--- src/rtl/switch_port_if.sv ---
// Bundle of the switch_port line and fabric signals: the switch_port drives the
// master side, the fabric/EndDevice environment drives the slave side.
interface switch_port_if #(
  parameter int DEPTH      = 16,
  parameter int ADDR_WIDTH = 4
);
  logic                  rx_in;
  logic [DEPTH-1:0]      in_frame;
  logic                  in_valid;
  logic                  in_ready;
  logic [ADDR_WIDTH-1:0] in_src;
  logic                  rx_err;
  logic                  rx_drop;
  logic [DEPTH-1:0]      eg_frame;
  logic                  eg_valid;
  logic                  eg_ready;
  logic                  tx_out;
  logic                  tx_busy;

  modport master (
    input  rx_in, in_ready, eg_frame, eg_valid,
    output in_frame, in_valid, in_src, rx_err, rx_drop, eg_ready, tx_out, tx_busy
  );

  modport slave (
    output rx_in, in_ready, eg_frame, eg_valid,
    input  in_frame, in_valid, in_src, rx_err, rx_drop, eg_ready, tx_out, tx_busy
  );
endinterface

--- src/rtl/switch_port.sv ---
// Per-port serial line interface: ingress deserializer with SFD check and a
// 2-entry FWFT FIFO toward the fabric; egress serializer with inter-frame gap.
module switch_port #(
  parameter int         DEPTH      = 16,
  parameter int         ADDR_WIDTH = 4,
  parameter logic [3:0] SFD        = 4'b0101,
  parameter int         IFG        = 2
) (
  input  logic         clk,
  input  logic         rst_n,
  switch_port_if.master bus
);

  localparam int CNT_W = $clog2(DEPTH);
  localparam int GAP_W = (IFG > 1) ? $clog2(IFG) : 1;

  typedef enum logic [1:0] {R_IDLE, R_SHIFT, R_CHECK} rx_state_t;
  typedef enum logic [1:0] {T_IDLE, T_SHIFT, T_GAP}   tx_state_t;

  // ingress state
  rx_state_t        rx_state;
  logic [CNT_W-1:0] rx_cnt;
  logic [DEPTH-1:0] rx_shift;
  logic             rx_d1;
  logic             rx_err_q;
  logic             rx_drop_q;
  logic             rx_start;
  logic             sfd_ok;

  // ingress FIFO
  logic [DEPTH-1:0] fifo_mem [2];
  logic             wr_ptr;
  logic             rd_ptr;
  logic [1:0]       fifo_cnt;
  logic             push;
  logic             pop;

  // egress state
  tx_state_t        tx_state;
  logic [CNT_W-1:0] tx_cnt;
  logic [GAP_W-1:0] gap_cnt;
  logic [DEPTH-1:0] tx_shift;
  logic             tx_out_q;
  logic             eg_ready_q;
  logic             tx_busy_q;
  logic             eg_hs;

  assign rx_start = (rx_state == R_IDLE) && rx_d1 && !bus.rx_in;
  assign sfd_ok   = (rx_shift[DEPTH-1 -: 4] == SFD);
  assign pop      = (fifo_cnt != 2'd0) && bus.in_ready;
  // A full FIFO still accepts when the fabric frees a slot on the same edge.
  assign push     = (rx_state == R_CHECK) && sfd_ok && ((fifo_cnt != 2'd2) || pop);
  assign eg_hs    = eg_ready_q && bus.eg_valid;

  // ---- ingress: deserializer ----
  always_ff @(posedge clk) begin
    if (rx_start || (rx_state == R_SHIFT))
      rx_shift <= {rx_shift[DEPTH-2:0], bus.rx_in};
  end

  always_ff @(posedge clk or negedge rst_n) begin
    if (!rst_n) begin
      rx_state  <= R_IDLE;
      rx_cnt    <= '0;
      rx_d1     <= 1'b1;
      rx_err_q  <= 1'b0;
      rx_drop_q <= 1'b0;
    end else begin
      rx_d1     <= bus.rx_in;
      rx_err_q  <= 1'b0;
      rx_drop_q <= 1'b0;
      case (rx_state)
        R_IDLE: begin
          if (rx_start) begin
            rx_cnt   <= CNT_W'(DEPTH - 1);
            rx_state <= R_SHIFT;
          end
        end
        R_SHIFT: begin
          rx_cnt <= rx_cnt - 1'b1;
          if (rx_cnt == CNT_W'(1))
            rx_state <= R_CHECK;
        end
        R_CHECK: begin
          if (!sfd_ok)
            rx_err_q <= 1'b1;
          else if (!push)
            rx_drop_q <= 1'b1;
          rx_state <= R_IDLE;
        end
        default: rx_state <= R_IDLE;
      endcase
    end
  end

  // ---- ingress: FIFO toward fabric ----
  always_ff @(posedge clk or negedge rst_n) begin
    if (!rst_n) begin
      fifo_mem[0] <= '0;
      fifo_mem[1] <= '0;
      wr_ptr      <= 1'b0;
      rd_ptr      <= 1'b0;
      fifo_cnt    <= 2'd0;
    end else begin
      if (push) begin
        fifo_mem[wr_ptr] <= rx_shift;
        wr_ptr           <= ~wr_ptr;
      end
      if (pop)
        rd_ptr <= ~rd_ptr;
      case ({push, pop})
        2'b10:   fifo_cnt <= fifo_cnt + 2'd1;
        2'b01:   fifo_cnt <= fifo_cnt - 2'd1;
        default: fifo_cnt <= fifo_cnt;
      endcase
    end
  end

  assign bus.in_valid = (fifo_cnt != 2'd0);
  assign bus.in_frame = fifo_mem[rd_ptr];
  assign bus.in_src   = fifo_mem[rd_ptr][2*ADDR_WIDTH-1:ADDR_WIDTH];
  assign bus.rx_err   = rx_err_q;
  assign bus.rx_drop  = rx_drop_q;

  // ---- egress: serializer ----
  // The MSB goes straight to tx_out at the handshake, so the shift register
  // holds the remaining bits already aligned to its MSB.
  always_ff @(posedge clk) begin
    if (eg_hs)
      tx_shift <= {bus.eg_frame[DEPTH-2:0], 1'b0};
    else if (tx_state == T_SHIFT)
      tx_shift <= {tx_shift[DEPTH-2:0], 1'b0};
  end

  always_ff @(posedge clk or negedge rst_n) begin
    if (!rst_n) begin
      tx_state   <= T_IDLE;
      tx_cnt     <= '0;
      gap_cnt    <= '0;
      tx_out_q   <= 1'b1;
      eg_ready_q <= 1'b1;
      tx_busy_q  <= 1'b0;
    end else begin
      case (tx_state)
        T_IDLE: begin
          if (eg_hs) begin
            tx_out_q   <= bus.eg_frame[DEPTH-1];
            tx_cnt     <= CNT_W'(DEPTH - 1);
            eg_ready_q <= 1'b0;
            tx_busy_q  <= 1'b1;
            tx_state   <= T_SHIFT;
          end
        end
        T_SHIFT: begin
          if (tx_cnt == '0) begin
            tx_out_q <= 1'b1;
            if (IFG == 1) begin
              eg_ready_q <= 1'b1;
              tx_busy_q  <= 1'b0;
              tx_state   <= T_IDLE;
            end else begin
              gap_cnt  <= GAP_W'(IFG - 1);
              tx_state <= T_GAP;
            end
          end else begin
            tx_out_q <= tx_shift[DEPTH-1];
            tx_cnt   <= tx_cnt - 1'b1;
          end
        end
        T_GAP: begin
          // Ready rises as the counter reaches zero so the next handshake
          // lands right after the last idle cycle.
          if (gap_cnt <= GAP_W'(1)) begin
            eg_ready_q <= 1'b1;
            tx_busy_q  <= 1'b0;
            tx_state   <= T_IDLE;
          end else begin
            gap_cnt <= gap_cnt - 1'b1;
          end
        end
        default: tx_state <= T_IDLE;
      endcase
    end
  end

  assign bus.eg_ready = eg_ready_q;
  assign bus.tx_out   = tx_out_q;
  assign bus.tx_busy  = tx_busy_q;

endmodule

--- src/flat_wrapper.sv ---
// flat-port wrapper written by rule: the top's interface ports become plain ports
module switch_port_flat 
#(
  parameter int         DEPTH      = 16,
  parameter int         ADDR_WIDTH = 4,
  parameter logic [3:0] SFD        = 4'b0101,
  parameter int         IFG        = 2
)
  (clk, rst_n, bus_rx_in, bus_in_ready, bus_eg_frame, bus_eg_valid, bus_in_frame, bus_in_valid, bus_in_src, bus_rx_err, bus_rx_drop, bus_eg_ready, bus_tx_out, bus_tx_busy);
  switch_port_if #(.DEPTH(DEPTH), .ADDR_WIDTH(ADDR_WIDTH)) bus_i ();
  input  logic clk;
  input  logic rst_n;
  input wire logic [$bits(bus_i.rx_in)-1:0] bus_rx_in;
  input wire logic [$bits(bus_i.in_ready)-1:0] bus_in_ready;
  input wire logic [$bits(bus_i.eg_frame)-1:0] bus_eg_frame;
  input wire logic [$bits(bus_i.eg_valid)-1:0] bus_eg_valid;
  output wire logic [$bits(bus_i.in_frame)-1:0] bus_in_frame;
  output wire logic [$bits(bus_i.in_valid)-1:0] bus_in_valid;
  output wire logic [$bits(bus_i.in_src)-1:0] bus_in_src;
  output wire logic [$bits(bus_i.rx_err)-1:0] bus_rx_err;
  output wire logic [$bits(bus_i.rx_drop)-1:0] bus_rx_drop;
  output wire logic [$bits(bus_i.eg_ready)-1:0] bus_eg_ready;
  output wire logic [$bits(bus_i.tx_out)-1:0] bus_tx_out;
  output wire logic [$bits(bus_i.tx_busy)-1:0] bus_tx_busy;
  assign bus_i.rx_in = bus_rx_in;
  assign bus_i.in_ready = bus_in_ready;
  assign bus_i.eg_frame = bus_eg_frame;
  assign bus_i.eg_valid = bus_eg_valid;
  assign bus_in_frame = bus_i.in_frame;
  assign bus_in_valid = bus_i.in_valid;
  assign bus_in_src = bus_i.in_src;
  assign bus_rx_err = bus_i.rx_err;
  assign bus_rx_drop = bus_i.rx_drop;
  assign bus_eg_ready = bus_i.eg_ready;
  assign bus_tx_out = bus_i.tx_out;
  assign bus_tx_busy = bus_i.tx_busy;
  switch_port #(.DEPTH(DEPTH), .ADDR_WIDTH(ADDR_WIDTH), .SFD(SFD), .IFG(IFG)) u_core (.clk(clk), .rst_n(rst_n), .bus(bus_i));
endmodule
--- config.mk ---
export PLATFORM = sky130hd
export DESIGN_NAME = switch_port_flat
export DESIGN_NICKNAME = d
export VERILOG_FILES = /design/src/rtl/switch_port_if.sv /design/src/rtl/switch_port.sv /design/src/flat_wrapper.sv
export SDC_FILE = /design/constraint.sdc
export NUM_CORES = 1
export LEC_CHECK = 0
export BUFFER_PORTS_ARGS = -buffer_cell sky130_fd_sc_hd__buf_4
export CAP_MARGIN = 30
export CORE_ASPECT_RATIO = 1.25
export CORE_MARGIN = 2
export CORE_UTILIZATION = 35
export DETAILED_ROUTE_END_ITERATION = 8
export SKIP_CTS_REPAIR_TIMING = 1
export SLEW_MARGIN = 10
export SYNTH_ARGS = -nofsm -noshare
export SYNTH_HDL_FRONTEND = slang
export SYNTH_SLANG_ARGS = --single-unit
--- constraint.sdc ---
create_clock -name clk -period 1.9 [get_ports clk]
set_clock_uncertainty 0.1 [all_clocks]
set_input_delay 0.38 -clock clk [delete_from_list [all_inputs] [get_ports clk]]
set_output_delay 0.38 -clock clk [all_outputs]
set_load 0.05 [all_outputs]
# --- Yosys cells after proc, flatten, opt, wreduce, memory -nomap -nowiden ---
# Cells that the tools add are included.
word_totals:
  register_bits: 86
  out_inout_bits: 26
  wordCells: 112
classes:
  addsub: 5
  n_lt_le_gt_ge: 4
  eq_ne: 16
  n_mux: 38
  bitwise_logic: 4
  n_reduce_logical: 27
ops:
  columns: ["cell", "n"]
  rows:
  - ["16-bit 2-to-1 mux", 6]
  - ["32-bit bitwise mux", 1]
  - ["16-bit demux with 1-bit select", 1]
  - ["4-bit one-hot mux with 2 select lines", 2]
  - ["2-bit nonzero test", 7]
  - ["1-bit 2-to-1 mux", 13]
  - ["4-bit 2-to-1 mux", 3]
  - ["3-bit AND reduction", 4]
  - ["2-bit 2-to-1 mux", 5]
  - ["2-bit inequality test (second input constant)", 5]
  - ["1-bit one-hot mux with 2 select lines", 4]
  - ["2-bit one-hot mux with 2 select lines", 2]
  - ["4-bit by 1-bit subtractor with 4-bit output (second input constant)", 2]
  - ["1-bit logical AND", 7]
  - ["2-bit by 1-bit equality test with 1-bit output (second input constant)", 3]
  - ["2-bit equality test (second input constant)", 3]
  - ["2-bit by 1-bit inequality test with 1-bit output (second input constant)", 3]
  - ["2-bit one-hot mux with 3 select lines", 1]
  - ["2-bit AND reduction", 3]
  - ["4-bit by 1-bit equality test with 1-bit output (second input constant)", 1]
  - ["4-bit by 3-bit equality test with 1-bit output (second input constant)", 1]
  - ["2-bit greater-or-equal comparator (second input constant)", 2]
  - ["2-bit zero test", 2]
  - ["4-bit zero test", 1]
  - ["other kinds (9)", 12]

# --- Depth between registers and ports, before layout ---
# Gate-level depths: netlist of the first run.
logic_depth:
  word_depth: 7
  ltp_mapped: 6

# --- Least setup slack after synthesis of the first run ---
# OpenSTA, ideal clock, no wires.
synth_path:
  kind: "register to register"
  startpoint: "reg u_core.rx_d1"
  endpoint: "reg u_core.rx_shift[0] (enable)"
  setup_ns: 0.403
  arrival_time_ns: 1.565
  path_slack_ns: -0.168
  stages_incl_launch_ff: 3
  n_path_buf: 0
  cell_sequence: "dfstp_2 -> nand2b_1 -> a21oi_1"
synth_via:
  elab_chain_len: 3
synth_rtl:
  columns: ["element", "line", "text"]
  rows:
  - ["from (decl)", "switch_port.sv:24", "logic rx_d1;"]
  - ["from (signal assigned)", "switch_port.sv:69", "rx_d1 <= bus.rx_in;"]
  - ["1-bit logical AND (2 in a row)", "switch_port.sv:48", "assign rx_start = (rx_state == R_IDLE) && rx_d1 && !bus.rx_in;"]
  - ["1-bit logical OR", "switch_port.sv:57", "if (rx_start || (rx_state == R_SHIFT))"]
  - ["to (signal assigned)", "switch_port.sv:58", "rx_shift <= {rx_shift[DEPTH-2:0], bus.rx_in};"]
  - ["to (decl)", "switch_port.sv:23", "logic [DEPTH-1:0] rx_shift;"]
# No other way between the ends.
# A chain may end at the register's enable or synchronous reset.

# --- Worst setup path in the final report of the first run ---
layout_path:
  startpoint: "reg u_core.rd_ptr"
  endpoint: "out bus_in_src[1]"
layout_via:
  elab_chain_len: 4
layout_rtl:
  columns: ["element", "line", "text"]
  rows:
  - ["from (decl)", "switch_port.sv:33", "logic rd_ptr;"]
  - ["from (signal assigned)", "switch_port.sv:110", "rd_ptr <= ~rd_ptr;"]
  - ["1-bit inverter with 2-bit output (not written as such)", "switch_port.sv:121", "assign bus.in_src = fifo_mem[rd_ptr][2*ADDR_WIDTH-1:ADDR_WIDTH];"]
  - ["16-bit 2-to-1 mux (3 in a row)", null, null]
  - ["to (decl)", "flat_wrapper.sv:19", "output wire logic [$bits(bus_i.in_src)-1:0] bus_in_src;"]
# No other way between the ends. The select of a mux whose other input is x is not followed.

==> run summary, run 1 <==
CP Max Fanout - 8
Maximum VDD drop - 0.000732 V
Post-Route Setup TNS - 0 ns
Pwr dens - 1410 mW/mm^2
Port Buffers - 46
Final #Nets - 313
Initial core utilization - 35.6%
CP Cell Sequence - buf_8 -> mux2_4 -> buf_6
Final setup margin - 0.0205 ns
EDFF count, synth - 31
Clk_lat worst skew - 0.33 ns
Asr flop ratio synth - 63.5%
Critical path's largest stage delay - 0.44 ns
Run status - complete, but fails checks
Syn. warnings - 0
Average wire per standard cell - 14.4 um
Syn_nets - 257
Commonest non-fill, non-tap cell in the layout - dfrtp_1
Critical Path Source Type - flop
Total of max-cap violations - 0
Unique cell type count in the Yosys netlist - 48
Clock transition at path regs - 0.06 ns
Max-slew violation count - 0
Area of the multi-input gates - 0.00121 sq mm
Fin cells - 422
Relative slew slack - 54.2%
Simple-gate share of the synthesized area - 7.62%
Util after Layout - 45.6%
Largest family of logic cells by synthesized area - multiplexers
Multiplexer area fraction after synthesis - 18.6%
Synth Cell Area - 0.00356 sq mm
Largest net degree at the start of global routing - 55
Unrepaired setup endpoints after global routing - true
Area of the core - 0.0100 sq mm
Xor/xnor share of the synthesized area - 1.23%
Arrival time of the worst setup path - 1.40 ns
Worst path required time - 1.42 ns
Predominant post-synthesis flop cell - dfrtp_1
Failing checks - hold timing
GPL Wtd Cong - 0.780
Family with the most delay on the worst path - flip-flops
Clock Sinks - 85
Final period util - 98.9%
Slowest stage cell, crit path - dfrtp_2
Routed Antenna Nets - 0
Number of diodes - 0
Via Count - 1974
First-pass GRT wire length - 10200 um
Setup-failing EPs final - 0
Tightest Pin Transition - 0.687 ns
Grt total ovfl - 0
Final Critical Period - 1.88 ns
Via density per instance - 4.68
Synthesized flop and latch total - 85
Root Driver - clkbuf_16
Routed Wire Length - 6090 um
Vias in the first global route - 2141
Pleak - 0.00208 uW
Post-synthesis compound-gate area fraction - 3.90%
CP Capture Type - primary output
Mapped Cells - 232
Placed instance count - 405
Hold_ws - -0.00465 ns
Place WS - 0.107 ns
Crit path kind - flop to primary output
Sequential share of the synthesized area - 64.1%
Post-detail-place hpwl - 3830 um
CTS tree - built
Worst Path Buf+Inv - 2
H-tree depth - 3
Area grow syn2layout - 28.0%
Chip width - 94.3 um
First drt pass iteration count - 4
Post-Synth Adder-Cell Area - 1.40%
Initial antenna violation count - 0
Die height - 117 um
Layout cells sized above 1 - 47.1%
IO Count - 47
Storage cell area - 0.00229 sq mm
Initial DRC Count - 76
GRT Util Overall - 12.0%
# DRC - 0
Syn_area_per_cell - 15.4 sq um
Cell Rows - 41
Die area - 0.0110 sq mm
Clock buffer depth - 2
Type of the tightest min-delay check - input port to async pin
Max Freq - 532 MHz
CTS Buf Count - 9
Fill count - 888
Final hold violations - 1
Commonest non-fill, non-tap cells in the layout - 50 x dfrtp_1, 41 x mux2_2, 31 x edfxtp_1
[cell usage after synthesis, drive strengths merged (2+ instances only)]
cell type	number	share of area [%]
o21ai	6	0.84
a2bb2oi	2	0.49
ha	4	1.4
and3	2	0.35
xor2	2	0.49
and2b	2	0.42
dfstp	3	2.2
clkbuf	2	0.21
nor2b	3	0.53
nor2	3	0.32
nand2b	8	1.4
edfxtp	31	26
inv	9	0.95
a21oi	2	0.28
dfrtp	51	36
xnor2	3	0.74
nand2	4	0.42
buf	8	2.0
nor3	4	0.56
and2	3	0.53
mux2	56	18
or2	3	0.53
[final timing paths]
| kind | end | slack (ns) | depth (start not counted) | startpoint |
|---|---|---|---|---|
| max reg2reg | u_core.fifo_mem[22]$_DFFE_PN0P_ | 0.14 | 4 | u_core.fifo_cnt[0]$_DFFE_PN0P_ |
| max in group asynchronous | u_core.rd_ptr$_DFFE_PN0P_ | 1.20 | 1 | rst_n |
| min | u_core.fifo_mem[3]$_DFFE_PN0P_ | -0.005 | 1 | rst_n |
| max | bus_in_src[1] | 0.02 | 3 | u_core.rd_ptr$_DFFE_PN0P_ |
| min in group clk | u_core.rx_d1$_DFF_PN1_ | 0.07 | 1 | bus_rx_in |
| min reg2reg | u_core.rx_shift[14]$_DFFE_PP_ | 0.35 | 0 | u_core.rx_shift[13]$_DFFE_PP_ |
[per-stage QoR]
step                      area (sq um)  total power (uW)  hold WS, ns
after CTS                         4430              6420       0.0208
after global placement            4100              4400        0.325
final                             4560              6410     -0.00465
after detailed placement          4100              4440        0.334
after floorplan                   3570              3950      -0.0156
after global routing              4560              6800       0.0550
[cells by family (layout without fill, tap and decap cells)]
group | count (synthesis) | after routing
flip-flops | 85 | 85
multiplexers | 57 | 57
AND/OR/NAND/NOR | 42 | 42
AO/OA/AOI/OAI | 20 | 20
buffers and inverters | 19 | 80
XOR/XNOR | 5 | 5
adder cells (fa/ha/maj) | 4 | 4
[flip-flops by register name (all words and copies together) (netlist names), 2 cells and up]
register,flops
u_core.fifo_mem,32
u_core.fifo_cnt,2
u_core.rx_cnt,4
u_core.tx_cnt,4
u_core.tx_shift,15
u_core.rx_shift,16
u_core.tx_state,2
u_core.rx_state,2
[power by group]
part	internal (uW)	switching, uW	total, uW
Sequential	2620	341	2960
Combinational	728	790	1520
Clock	1280	657	1940
Total	4630	1790	6410
[final cells by class]
class | instances | area share [%]
clock buffer | 11 | 5.10
inverter | 9 | 0.740
tap | 129 | 3.54
multi-input combinational | 128 | 26.5
sequential | 85 | 50.1
timing repair buffer | 55 | 11.8
clock inverter | 5 | 2.17
[per-layer routing]
metal | vias to the layer above | routed length (um) | track usage, %
met5 | - | 0 | 0
met4 | 0 | 16 | 4.64
met3 | 2 | 306 | 3.07
met2 | 40 | 2930 | 19.9
met1 | 983 | 2840 | 15.1
li1 | 949 | - | -
Power figures use the tool's default switching activity.
==> run 2, diff against run 1 <==
--- a/config.mk
+++ b/config.mk
@@ -8,7 +8,6 @@
 export BUFFER_PORTS_ARGS = -buffer_cell sky130_fd_sc_hd__buf_4
 export CAP_MARGIN = 30
 export CORE_ASPECT_RATIO = 1.25
-export CORE_MARGIN = 2
 export CORE_UTILIZATION = 35
 export DETAILED_ROUTE_END_ITERATION = 8
 export SKIP_CTS_REPAIR_TIMING = 1
==> run summary, run 2 (synthesis gave the netlist of run 1 again) <==
Final Critical Period - 1.88 ns (-0.00353 ns)
Initial core utilization - 36.5% (+0.89 points)
First drt pass iteration count - 4 (unchanged)
CTS tree - built
Pwr dens - 1380 mW/mm^2 (-2.1%)
Type of the tightest min-delay check - input port to async pin
Tightest Pin Transition - 0.702 ns (+0.0153 ns)
CP Max Fanout - 8 (unchanged)
First-pass GRT wire length - 10000 um (-1.6%)
Setup-failing EPs final - 0 (unchanged)
Clock Sinks - 85 (unchanged)
Clk_lat worst skew - 0.33 ns (about the same)
Layout cells sized above 1 - 47.8% (+0.68 points)
Via Count - 1974 (unchanged)
Die height - 115 um (-1.7%)
Port Buffers - 46 (unchanged)
Util after Layout - 45.9% (+0.32 points)
Area of the core - 0.00976 sq mm (-2.4%)
Post-detail-place hpwl - 3970 um (+3.8%)
Final hold violations - 0 (-1)
Relative slew slack - 53.2% (-1.0 points)
Clock transition at path regs - 0.06 ns (about the same)
GPL Wtd Cong - 0.758 (-2.9%)
Final #Nets - 314 (+0.32%)
Root Driver - clkbuf_16
Largest net degree at the start of global routing - 55 (unchanged)
Largest Register - u_core.fifo_mem
Die area - 0.0106 sq mm (-3.8%)
Placed instance count - 403 (-0.49%)
Design Power - 6170 uW (-3.8%)
Run status - complete, no violations
IO Count - 47 (unchanged)
CTS Buf Count - 9 (unchanged)
Arrival time of the worst setup path - 1.40 ns (about the same)
Hold_ws - 0.00291 ns (+0.00756 ns)
Total of max-cap violations - 0 (unchanged)
Average wire per standard cell - 14.3 um (-0.74%)
Fin cells - 419 (-0.71%)
Unrepaired setup endpoints after global routing - true
# DRC - 0 (unchanged)
Post-Route Setup TNS - 0 ns (unchanged)
Number of diodes - 0 (unchanged)
Initial antenna violation count - 0 (unchanged)
Commonest non-fill, non-tap cells in the layout - 50 x dfrtp_1, 48 x mux2_2, 33 x buf_4
Routed Wire Length - 6010 um (-1.4%)
Clock buffer depth - 2 (unchanged)
Crit path kind - flop to primary output
Grt total ovfl - 0 (unchanged)
Commonest non-fill, non-tap cell in the layout - dfrtp_1
Initial DRC Count - 60 (-21%)
Pleak - 0.00204 uW (-1.6%)
Max Freq - 533 MHz (+0.19%)
H-tree depth - 3 (unchanged)
Chip width - 92.3 um (-2.1%)
Max-slew violation count - 0 (unchanged)
CP Capture Type - primary output
Critical Path Source Type - flop
Max FFs per register - 32 (unchanged)
GRT Util Overall - 12.5% (+0.50 points)
Vias in the first global route - 2038 (-4.8%)
Maximum VDD drop - 0.000628 V (-14%)
Largest regs - u_core.fifo_mem: 32 flops, u_core.rx_shift: 16 flops, u_core.tx_shift: 15 flops
Area grow syn2layout - 25.8%
Worst path required time - 1.42 ns (about the same)
Cell Rows - 40 (-2.4%)
Routed Antenna Nets - 0 (unchanged)
Via density per instance - 4.71 (+0.72%)
Final period util - 98.7% (-0.19 points)
[run 2: changes by cell type in the layout (fill, tap and decap cells not counted), sizes merged]
| cell | previous run | this run |
|---|---|---|
| bufinv | 3 | 1 |
| clkinvlp | 0 | 1 |
| buf | 55 | 56 |
[run 2: critical path: stages (launching register included)]
cell and delay (ns):
dfrtp_2 0.43, buf_6 0.15, mux2_4 0.32, buf_6 0.16
[run 2: path summary, 6_finish.rpt]
kind                                                start                         endpoint  slack, ns  depth (start not counted)
hold / removal                                      rst_n  u_core.fifo_mem[20]$_DFFE_PN0P_      0.003                          1
setup reg to reg           u_core.rx_state[1]$_DFFE_PN0P_  u_core.fifo_mem[18]$_DFFE_PN0P_       0.12                          4
hold reg to reg             u_core.rx_shift[14]$_DFFE_PP_    u_core.rx_shift[15]$_DFFE_PP_       0.35                          0
max in group asynchronous                           rst_n        u_core.rd_ptr$_DFFE_PN0P_       1.20                          1
setup / recovery                u_core.rd_ptr$_DFFE_PN0P_                    bus_in_src[1]       0.02                          3
min in group clk                                bus_rx_in           u_core.rx_d1$_DFF_PN1_       0.07                          1
[run 2: through the flow]
stage | worst slack, ns | instance area (sq um)
CTS | -0.0284 | 4390
finish | 0.0240 | 4480
global route | -0.0270 | 4480
global placement | 0.101 | 4090
detailed placement | 0.0854 | 4090
floorplan | 0.0199 | 3570
[run 2: area by class of cell]
| type | instances | area (sq um) |
|---|---|---|
| sequential | 85 | 2290 |
| clock inverter | 4 | 47.5 |
| multi-input combinational | 128 | 1180 |
| timing repair buffer | 56 | 524 |
| tap | 126 | 158 |
| inverter | 9 | 33.8 |
| fill | 889 | 5280 |
| clock buffer | 11 | 253 |
[run 2: where the power goes]
part	switching [uW]	leakage, uW	internal [uW]
clock network	657	0.000147	1080
logic	771	0.000881	706
registers	340	0.00102	2620
[run 2: routing by layer]
layer | vias to the layer above | part of all wire, % | GRT usage [%]
li1 | 945 | - | -
met1 | 980 | 46 | 15.9
met2 | 40 | 47 | 19.5
met3 | 9 | 5.1 | 3.44
met4 | 0 | 1.9 | 6.56
met5 | - | 0 | 0
==> run 3, diff against run 2 <==
--- a/config.mk
+++ b/config.mk
@@ -8,6 +8,7 @@
 export BUFFER_PORTS_ARGS = -buffer_cell sky130_fd_sc_hd__buf_4
 export CAP_MARGIN = 30
 export CORE_ASPECT_RATIO = 1.25
+export CORE_MARGIN = 4
 export CORE_UTILIZATION = 35
 export DETAILED_ROUTE_END_ITERATION = 8
 export SKIP_CTS_REPAIR_TIMING = 1
==> run summary, run 3 (synthesis gave the netlist of run 1 again) <==
H-tree depth - 3 (unchanged)
Chip width - 98.3 um (+6.5%)
Critical Path Source Type - flop
Clock Sinks - 85 (unchanged)
Sequential Power Share - 47.4% (-0.6 points)
Routed Antenna Nets - 0 (unchanged)
Placed cell areas - 0.00411 sq mm (+0.43%)
Max Freq - 522 MHz (-2.1%)
Clk_lat worst skew - 0.33 ns (about the same)
Int Power - 4400 uW (about the same)
Clock transition at path regs - 0.06 ns (about the same)
Commonest non-fill, non-tap cells in the layout - 50 x dfrtp_1, 43 x mux2_2, 33 x buf_4
Final Critical Period - 1.92 ns (+0.0407 ns)
IO Count - 47 (unchanged)
CTS Buf Count - 9 (unchanged)
Die height - 121 um (+5.2%)
Critical R2R Launch - u_core.fifo_cnt[0]$_DFFE_PN0P_
First-pass GRT wire length - 10500 um (+4.5%)
Max-slew violation count - 0 (unchanged)
CP Max Fanout - 9 (+1)
Tightest Pin Transition - 0.671 ns (-0.0311 ns)
Unrepaired setup endpoints after global routing - true
Via Count - 2001 (+1.4%)
P_sw - 1840 uW (+4.3%)
Setup-failing EPs final - 13 (+13)
Largest Register - u_core.fifo_mem
Pleak - 0.00207 uW (+1.5%)
Largest regs - u_core.fifo_mem: 32 flops, u_core.rx_shift: 16 flops, u_core.tx_shift: 15 flops
CTS tree - built
Total of max-cap violations - 0 (unchanged)
Pwr dens - 1370 mW/mm^2 (-0.46%)
Initial DRC Count - 54 (-10%)
Clock buffer depth - 2 (unchanged)
Reg2Reg Depth - 4 (unchanged)
Fill count - 851 (-4.3%)
Final hold violations - 39 (+39)
Comb pwr share - 24.8% (+0.9 points)
Initial antenna violation count - 0 (unchanged)
Vias in the first global route - 2155 (+5.7%)
Run status - complete, but fails checks
CP Capture Type - primary output
Area grow syn2layout - 27.9%
Final setup margin - -0.0167 ns (-0.0407 ns)
Hold_ws - -0.0219 ns (-0.0248 ns)
Cell Rows - 40 (unchanged)
Util after Layout - 46.7% (+0.78 points)
Routed Wire Length - 6220 um (+3.6%)
Root Driver - clkbuf_16
Port Buffers - 46 (unchanged)
Final #Nets - 314 (unchanged)
Reg2reg end - u_core.fifo_mem[23]$_DFFE_PN0P_
Average wire per standard cell - 14.8 um (+3.4%)
Commonest non-fill, non-tap cell in the layout - dfrtp_1
Max FFs per register - 32 (unchanged)
Layout cells sized above 1 - 48.0% (+0.18 points)
Crit path kind - flop to primary output
Final instance area - 0.00456 sq mm (+1.7%)
Failing checks - hold timing, setup timing
Maximum VDD drop - 0.000738 V (+17%)
Via density per instance - 4.76 (+1.1%)
Reg2reg setup slack - 0.14 ns (+0.02 ns)
Clk pwr share - 27.8% (-0.3 points)
GRT Util Overall - 11.0% (-1.5 points)
# DRC - 0 (unchanged)
Arrival time of the worst setup path - 1.44 ns (+0.04 ns)
GPL Wtd Cong - 0.745 (-1.6%)
Worst Setup SP - u_core.rd_ptr$_DFFE_PN0P_
Relative slew slack - 55.3% (+2.1 points)
Number of diodes - 0 (unchanged)
Setup crit end - bus_in_frame[6]
Grt total ovfl - 0 (unchanged)
Sw frac - 29.5% (+0.87 points)
Worst path required time - 1.42 ns (about the same)
Largest net degree at the start of global routing - 55 (unchanged)
Area of the core - 0.00976 sq mm (unchanged)
Type of the tightest min-delay check - input port to async pin
First drt pass iteration count - 4 (unchanged)
Initial core utilization - 36.5% (unchanged)
Post-detail-place hpwl - 3990 um (+0.62%)
Die area - 0.0119 sq mm (+12%)
Final period util - 101% (+2.1 points)
run 3: routing by layer:
| metal | global-route usage (%) | share of wire (%) |
|---|---|---|
| met2 | 16.9 | 47 |
| met5 | 0 | 0 |
| met3 | 2.94 | 5.1 |
| met4 | 4.87 | 1.9 |
| met1 | 14.6 | 46 |
run 3: power groups by stage:
| stage | Sequential (uW) | Combinational, uW | Clock, uW |
|---|---|---|---|
| final | 2960 | 1550 | 1740 |
| after global routing | 3040 | 1710 | 1880 |
| after CTS | 2950 | 1480 | 1780 |
| after detailed placement | 2980 | 1480 | 0 |
| after global placement | 2970 | 1440 | 0 |
| after floorplan | 2970 | 983 | 0 |
run 3: worst min-delay path by stage:
stage	to	slack [ns]	startpoint
2_1_floorplan	u_core.bus.rx_drop$_DFF_PN0_	-0.02	rst_n
3_3_place_gp	u_core.rx_shift[15]$_DFFE_PP_	0.33	u_core.rx_shift[14]$_DFFE_PP_
3_5_place_dp	u_core.rx_shift[15]$_DFFE_PP_	0.33	u_core.rx_shift[14]$_DFFE_PP_
4_1_cts	u_core.fifo_mem[4]$_DFFE_PN0P_	0.01	rst_n
5_1_grt	u_core.fifo_mem[20]$_DFFE_PN0P_	0.04	rst_n
6_report	u_core.fifo_mem[20]$_DFFE_PN0P_	-0.02	rst_n
run 3: through the flow:
stage / instances / setup WS [ns] / total power [uW] / setup TNS, ns
floorplan: 232 / 0.0199 / 3950 / 0
global placement: 402 / 0.111 / 4420 / 0
detailed placement: 402 / 0.102 / 4450 / 0
CTS: 418 / -0.0424 / 6210 / -0.530
global route: 420 / -0.0651 / 6630 / -0.983
finish: 420 / -0.0167 / 6250 / -0.0970
run 3: final cells by class:
| cell class | count | area, sq um | share of cell area [%] |
|---|---|---|---|
| tap | 126 | 158 | 3.46 |
| inverter | 9 | 33.8 | 0.741 |
| clock buffer | 9 | 225 | 4.94 |
| sequential | 85 | 2290 | 50.2 |
| multi-input combinational | 128 | 1200 | 26.4 |
| clock inverter | 7 | 72.6 | 1.59 |
| timing repair buffer | 56 | 582 | 12.8 |
run 3: critical path, cell delays in order, from the launching register on:
cell,delay [ns]
dfrtp_2,0.41
buf_12,0.15
mux2_2,0.34
buf_4,0.19
